File: config.mk
export PLATFORM = sky130hd
export DESIGN_NAME = ibus_arbiter
export DESIGN_NICKNAME = d
export VERILOG_FILES = /design/src/rtl/ibus_arbiter_pkg.sv /design/src/rtl/ibus_timeout_counter.sv /design/src/rtl/ibus_arbiter.sv
export SDC_FILE = /design/constraint.sdc
export NUM_CORES = 1
export LEC_CHECK = 0
export BUFFER_PORTS_ARGS = -buffer_cell sky130_fd_sc_hd__buf_2
export CAP_MARGIN = 20
export CORE_AREA = 2 2 116 118
export DETAILED_ROUTE_END_ITERATION = 7
export DIE_AREA = 0 0 118 120
export GPL_TIMING_DRIVEN = 0
export HOLD_SLACK_MARGIN = 0.15
export PLACE_DENSITY_LB_ADDON = 0.3
export SLEW_MARGIN = 30
export SYNTH_ARGS = -nofsm -noshare
export SYNTH_HDL_FRONTEND = slang
export SYNTH_SLANG_ARGS = --single-unit
export TNS_END_PERCENT = 5
File: constraint.sdc
create_clock -name clk_i -period 5.45 [get_ports clk_i]
set_clock_uncertainty 0.2 [all_clocks]
set_input_delay 1.09 -clock clk_i [delete_from_list [all_inputs] [get_ports clk_i]]
set_output_delay 1.09 -clock clk_i [all_outputs]
set_load 0.02 [all_outputs]
File: src/rtl/ibus_arbiter_pkg.sv
// Shared encodings for the instruction-bus arbiter: bus sizes, FSM states, reset vector.
package ibus_arbiter_pkg;

  localparam logic [1:0] SIZ_NONE = 2'b00;
  localparam logic [1:0] SIZ_WORD = 2'b10;

  localparam logic [63:0] RESET_VECTOR = 64'hFFFF_FFFF_FFFF_FF00;

  typedef enum logic [1:0] {
    IDLE = 2'd0,
    OWN0 = 2'd1,
    OWN1 = 2'd2
  } state_t;

  function automatic logic is_req(input logic [1:0] siz);
    return siz != SIZ_NONE;
  endfunction

endpackage

File: src/rtl/ibus_timeout_counter.sv
// Wait-cycle counter for a granted transfer; expire is combinational on count==TIMEOUT-1.
// Clear wins over enable; the count only advances while a transfer is owned.
module ibus_timeout_counter #(
  parameter int TIMEOUT = 16
) (
  input  logic clk_i,
  input  logic reset_i,
  input  logic clear,
  input  logic enable,
  output logic expire
);

  localparam int W = (TIMEOUT > 1) ? $clog2(TIMEOUT) : 1;
  localparam logic [W-1:0] LAST = W'(TIMEOUT - 1);

  logic [W-1:0] cnt;

  always_ff @(posedge clk_i or posedge reset_i) begin
    if (reset_i) begin
      cnt <= '0;
    end else if (clear) begin
      cnt <= '0;
    end else if (enable) begin
      cnt <= cnt + 1'b1;
    end
  end

  assign expire = (cnt == LAST);

endmodule

File: src/rtl/ibus_arbiter.sv
// Round-robin two-master arbiter for the instruction bus; one-cycle grant latency, then
// address/size/ack/data pass straight through until ack, requester abort or timeout.
module ibus_arbiter
  import ibus_arbiter_pkg::*;
#(
  parameter int TIMEOUT = 16
) (
  input  logic        clk_i,
  input  logic        reset_i,
  input  logic [63:0] m0_adr_i,
  input  logic [1:0]  m0_siz_i,
  output logic        m0_ack_o,
  output logic        m0_err_o,
  output logic [31:0] m0_dat_o,
  input  logic [63:0] m1_adr_i,
  input  logic [1:0]  m1_siz_i,
  output logic        m1_ack_o,
  output logic        m1_err_o,
  output logic [31:0] m1_dat_o,
  input  logic        iack_i,
  input  logic [31:0] idat_i,
  output logic [63:0] iadr_o,
  output logic [1:0]  isiz_o,
  output logic        jammed_o
);

  state_t state;
  logic   rr_last;
  logic   jammed;
  logic   expire;
  logic   req0, req1;
  logic   own0, own1;
  logic   leave;

  assign req0 = is_req(m0_siz_i);
  assign req1 = is_req(m1_siz_i);

  // Gating with reset keeps every output quiet for the whole time reset is held.
  assign own0 = (state == OWN0) && !reset_i;
  assign own1 = (state == OWN1) && !reset_i;

  assign leave = (own0 && (iack_i || !req0 || expire))
              || (own1 && (iack_i || !req1 || expire));

  ibus_timeout_counter #(
    .TIMEOUT(TIMEOUT)
  ) u_timeout (
    .clk_i  (clk_i),
    .reset_i(reset_i),
    .clear  (!(own0 || own1) || leave),
    .enable (own0 || own1),
    .expire (expire)
  );

  always_ff @(posedge clk_i or posedge reset_i) begin
    if (reset_i) begin
      state   <= IDLE;
      rr_last <= 1'b1;
      jammed  <= 1'b0;
    end else begin
      case (state)
        IDLE: begin
          if (req0 && req1) begin
            state <= rr_last ? OWN0 : OWN1;
          end else if (req0) begin
            state <= OWN0;
          end else if (req1) begin
            state <= OWN1;
          end
        end
        OWN0: begin
          if (iack_i) begin
            state   <= IDLE;
            rr_last <= 1'b0;
          end else if (!req0) begin
            state <= IDLE;
          end else if (expire) begin
            state   <= IDLE;
            rr_last <= 1'b0;
            jammed  <= 1'b1;
          end
        end
        OWN1: begin
          if (iack_i) begin
            state   <= IDLE;
            rr_last <= 1'b1;
          end else if (!req1) begin
            state <= IDLE;
          end else if (expire) begin
            state   <= IDLE;
            rr_last <= 1'b1;
            jammed  <= 1'b1;
          end
        end
        default: state <= IDLE;
      endcase
    end
  end

  always_comb begin
    iadr_o   = '0;
    isiz_o   = SIZ_NONE;
    m0_ack_o = 1'b0;
    m0_err_o = 1'b0;
    m0_dat_o = '0;
    m1_ack_o = 1'b0;
    m1_err_o = 1'b0;
    m1_dat_o = '0;
    if (own0) begin
      iadr_o   = m0_adr_i;
      isiz_o   = m0_siz_i;
      m0_ack_o = iack_i;
      m0_err_o = !iack_i && req0 && expire;
      m0_dat_o = idat_i;
    end else if (own1) begin
      iadr_o   = m1_adr_i;
      isiz_o   = m1_siz_i;
      m1_ack_o = iack_i;
      m1_err_o = !iack_i && req1 && expire;
      m1_dat_o = idat_i;
    end
  end

  assign jammed_o = jammed && !reset_i;

endmodule
==> results.cfg, run 1 <==
[synth]
seq_area_frac_synth_pct = 11.5
avgSynthCellArea_um2 = 8.25
synthCells = 213
synth.area.top_cells = a22o_1 (33%), and2_1 (24%), dfrtp_1 (10%)
synth_area_mm2 = 0.00176
syn_nets = 385
synth-main-ff-cell = dfrtp_1
ys_types = 33
synth_warnings = 0
synth_top_area_share_pct = 33.4
synth_commonest_cells = a22o_1 (67), and2_1 (66), buf_4 (11), buf_6 (8), dfrtp_1 (7)
synth_top_cell_by_area = a22o_1
synth-edff-count = 0
ys_seq_elements = 8
synth-async-reset-ratio_pct = 100
synth.most_common_cell = a22o_1

[worst_setup_path]
cp_slowest_cell = buf_4
r2r_start = state[1]
worstPathArrival_ns = 2.22
cp_data_required_time_ns = 4.16
worstPathMaxFanout = 10
crit_buf_inv = 4
cp_cell_sequence = buf_2 -> nor3b_2 -> buf_4 -> buf_2 -> and2_1 -> buf_2
max_stage_delay_ns = 0.22
critPathMostFrequentCell = buf_2
rr_worst_depth = 5
end_kind = output port
cp_top_family = buffers and inverters
cp-startpoint = reset_i
critical_path_depth = 6
reg2reg_slack_ns = 3.62
worst-setup-path-type = primary input to output port
setup.worst_path.end = m1_dat_o[15]
startpoint_type = primary input
r2r-end = rr_last

[job]
drv_cap = 0

[power]
peakVddDrop_v = 0.000178
p_leak_nw = 2.22
cellPowerDensity_mw_per_mm2 = 287
p_total_mw = 1.02

[timing]
hold_viol = 0
drv_slew = 0
fmaxAchievable_ghz = 0.285
tightest_slew_ns = 0.367
fin_crit_sh_pct = 64.4
setup_viol = 0
tns_ns = 0
layout_setup_ws_ns = 1.94
min_period_ns = 3.51
maxSlewHeadroom_pct = 75.4
rsz0062_at_grt = no
hold_ws_ns = 0.264

[die]
start_util_pct = 13.5
dieHeight_um = 120
rows = 42
io_pins = 302
die_w_um = 118
core_area_mm2 = 0.0130
dieArea_mm2 = 0.0142

[cells_and_area]
num-nets-final = 691
fin_cells = 695
drive_above_1_share_pct = 64.1
final_cell_area_mm2 = 0.00356
fillers = 1461
final_util_pct = 27.5
area_delta_synth_final_pct = 103
seqCellArea_um2 = 201
multi_input_area_mm2 = 0.00135

[clocking]
cts-root-buf = clkbuf_16
cts.sinks = 8
cts_setup_buffers = 0
cts_tree = done
cts_buffers = 3
htree_levels = 1
cts_hold_buf = 0
cts_resized = 0
clk-insertion-delay-late_ns = 0.23
cts_buffer_depth = 2
path_clk_slew_ns = 0.03

[drt]
num_vias = 2898
antenna_left = 0
remaining_drc_errors = 0
first_pass_iters = 4
wl_per_cell_um = 16.3
drtIter0Drc = 122
wirelength_um = 11300
routed_via_density = 4.17

[hold_path]
worstHoldPathType = flip-flop to flip-flop

[placement]
place_area_mm2 = 0.00348
placed_cells = 690
place_hpwl_um = 10200
portBuffers = 301
place_congestion = 0.843
pre_cts_ws_ns = 1.88

[run_status]
status = complete, no violations

[grt]
overflow = 0
antenna_found_initial = 1
grt_use_total_pct = 14.5
grt_pass1_wl_um = 16100
grt_pass1_vias = 2732
grt_max_degree = 11
[state kept, by name, summed over array words and instances (netlist names)]
signal,cells
u_timeout.cnt,4
jammed,1
rr_last,1
state,2
[per-layer routing]
metal	vias to the layer above	track usage (%)	routed length [um]
met5	-	0	0
met4	0	1.51	39
met3	4	3.71	880
met2	129	25.5	5580
met1	1353	18.3	4800
li1	1412	-	-
[cell families (layout without fill, tap and decap cells)]
logic type                 after synthesis  in the layout  share of synthesized area [%]
AOI/OAI and AO/OA                       84             84                           41.2
xor gates and xnor gates                 2              2                          0.997
adders and majority gates                5              5                           3.56
buffers and inverters                   27            332                           11.8
DFF                                      8              8                           11.5
other                                    0              1                              0
and+or+nand+nor                         87             87                           31.0
[where the power goes]
part           leakage, nW  total [mW]  switching (mW)  internal (mW)
Clock               0.0382       0.125          0.0278         0.0973
Sequential           0.105      0.0895          0.0143         0.0752
Combinational         2.08       0.807           0.474          0.334
Total                 2.22        1.02           0.516          0.506
[cell type report]
cell class	instances	area share, %
repair buffers	301	42.3
multi-input cells	178	37.8
well taps	176	6.18
flip-flops and latches	8	5.65
plain buffers	22	5.27
clock buffers	4	2.21
inverters	5	0.527
diodes	1	0.0702
[worst min-delay path by stage]
stage | start | end | cells past startpoint
after floorplan | jammed | jammed | 1
after global placement | u_timeout.cnt[0] | u_timeout.cnt[0] | 1
after detailed placement | u_timeout.cnt[0] | u_timeout.cnt[0] | 1
after CTS | u_timeout.cnt[0] | u_timeout.cnt[0] | 1
after global routing | u_timeout.cnt[0] | u_timeout.cnt[0] | 1
final | u_timeout.cnt[0] | u_timeout.cnt[0] | 1
[cells in the final DEF, fill, tap and decap left out, types with 4 or more instances in the layout]
| cell type | n |
|---|---|
| nor3_1 | 4 |
| a22o_1 | 67 |
| dfrtp_1 | 7 |
| ha_1 | 5 |
| buf_2 | 304 |
| buf_4 | 11 |
| inv_1 | 5 |
| buf_6 | 8 |
| nand3_1 | 4 |
| and2_1 | 66 |
(Power assumes the default switching activity.)
==> run 2, diff against run 1 <==
==> constraint.sdc (replaced) <==
create_clock -name clk_i -period 2.9 [get_ports clk_i]
set_clock_uncertainty 0.2 [all_clocks]
set_input_delay 0.58 -clock clk_i [delete_from_list [all_inputs] [get_ports clk_i]]
set_output_delay 0.58 -clock clk_i [all_outputs]
set_load 0.02 [all_outputs]
==> run 2 against run 1 <==
  * Non-clock buffer count stayed put
  * Sequential share of layout area barely moved
  * Combinational power rose by 90%
  * Total power grew 89%
  * Critical endpoint unchanged
  * Wire length rose by 0.20%
  * Count of clock-buffer cells in the layout is the same
  * Largest cell class unchanged
  * Clock power up 88%
  * Cell area grew 0.60%
  * Setup slack got worse by 1.8 ns
  * Final cell count unchanged
  * Highest routed layer unchanged
  * Critical path type is now flip-flop to output port
  * Sequential power rose by 89%
==> results.cfg, run 2 (synthesis results as in run 1) <==
[run_status]
status = complete, no violations

[placement]
place_congestion = 0.843
portBuffers = 301
place_hpwl_um = 10200
pre_cts_ws_ns = 0.235

[power]
peakVddDrop_v = 0.000336
p_leak_nw = 2.22
cellPowerDensity_mw_per_mm2 = 539

[grt]
grt_pass1_vias = 2731
antenna_found_initial = 1
grt_max_degree = 11
grt_pass1_wl_um = 16100
grt_use_total_pct = 14.5
overflow = 0

[worst_setup_path]
worstPathArrival_ns = 1.98
cp_cell_sequence = inv_1 -> ha_2 -> nor3b_2 -> buf_6 -> clkbuf_4 -> and2_1 -> buf_2
max_stage_delay_ns = 0.42
critical_path_depth = 7
startpoint_type = flip-flop
end_kind = output port
worst-setup-path-type = flip-flop to output port
crit_buf_inv = 4
cp_data_required_time_ns = 2.12
cp_slowest_cell = dfrtp_1
cp_top_family = buffers and inverters
worstPathMaxFanout = 10
rr_worst_depth = 5

[die]
dieArea_mm2 = 0.0142
io_pins = 302
core_area_mm2 = 0.0130
start_util_pct = 13.5
rows = 42
dieHeight_um = 120
die_w_um = 118

[cells_and_area]
reg_top3 = u_timeout.cnt: 4 flops, state: 2 flops
final_common_cell = buf_2
largest_reg_flops = 4
layout_common_cells = buf_2 (302), a22o_1 (67), and2_1 (66)
drive_above_1_share_pct = 64.5
num-nets-final = 691
top_register = u_timeout.cnt
area_delta_synth_final_pct = 104

[timing]
maxSlewHeadroom_pct = 75.3
hold_ws_ns = 0.149
setup_viol = 0
layout_setup_ws_ns = 0.137
drv_slew = 0
hold_viol = 0
tightest_slew_ns = 0.369
fmaxAchievable_ghz = 0.362
min_period_ns = 2.76
fin_crit_sh_pct = 95.3

[clocking]
htree_levels = 1
path_clk_slew_ns = 0.04
cts_buffer_depth = 2
cts_buffers = 3
cts_tree = done
clk-insertion-delay-late_ns = 0.23
cts.sinks = 8
cts-root-buf = clkbuf_16
cts_setup_buffers = 0

[drt]
routed_via_density = 4.20
num_vias = 2918
remaining_drc_errors = 0
drtIter0Drc = 156
wirelength_um = 11300
wl_per_cell_um = 16.3
first_pass_iters = 4
antenna_left = 0

[hold_path]
worstHoldPathType = primary input to async pin

[job]
drv_cap = 0
[run 2: cell types whose count changed in the layout (fill, tap and decap cells not counted)]
cell | previous run | this run
buf_4 | 11 | 8
clkbuf_4 | 0 | 2
buf_2 | 304 | 302
ha_1 | 5 | 3
buf_6 | 8 | 11
ha_2 | 0 | 2
[run 2: layout make-up]
class | count | area [um2]
Fill cell | 1458 | 9390
Multi-Input combinational cell | 178 | 1350
Sequential cell | 8 | 201
Clock buffer | 4 | 78.8
Timing Repair Buffer | 301 | 1510
Tap cell | 176 | 220
Buffer | 22 | 201
Antenna cell | 1 | 2.50
Inverter | 5 | 18.8
[run 2: report_power, final]
group | leakage [nW] | internal [mW] | switching (mW)
Combinational | 2.07 | 0.638 | 0.892
Sequential | 0.105 | 0.141 | 0.0279
Clock | 0.0382 | 0.183 | 0.0522
Total | 2.22 | 0.962 | 0.972
[run 2: what timing repair did]
action                     4_1_cts  5_1_grt
hold buffers                     0        0
gates resized for setup          2        5
setup endpoints to repair        3        9
pin swaps                        0        0
[run 2: metal layers]
layer	part of all wire (%)	GRT usage, %	vias to the layer above
met5	0	0	-
met1	42	18.3	1362
met2	49	25.5	138
li1	-	-	1413
met3	8.1	3.71	5
met4	0.42	1.51	0
[run 2: worst register-to-register path: stages, from the launching register on]
cell	delay, ns
dfrtp_1	0.42
inv_1	0.10
ha_2	0.27
nor3b_1	0.26
nor2_1	0.10
o311ai_1	0.29
[run 2: path summary, 6_finish.rpt]
path                                       start          endpoint  slack, ns
worst min register to register  u_timeout.cnt[0]  u_timeout.cnt[0]       0.26
min in group clk_i              u_timeout.cnt[0]  u_timeout.cnt[0]       0.26
worst max-delay path                    state[0]      m1_dat_o[15]       0.14
worst min-delay path                     reset_i  u_timeout.cnt[2]       0.15
max in group asynchronous                reset_i           rr_last       2.06
worst max register to register          state[1]           rr_last       1.15
[run 2: metrics by stage]
step | setup TNS (ns) | total power, mW | instances | util [%] | instance area [um2]
finish | 0 | 1.93 | 695 | 27.6 | 3590
global route | -0.0668 | 2.07 | 694 | 27.6 | 3580
CTS | 0 | 1.95 | 694 | 27.5 | 3570
detailed placement | 0 | 1.70 | 690 | 26.8 | 3480
global placement | 0 | 1.68 | 690 | 26.8 | 3480
floorplan | 0 | 1.14 | 213 | - | 1760
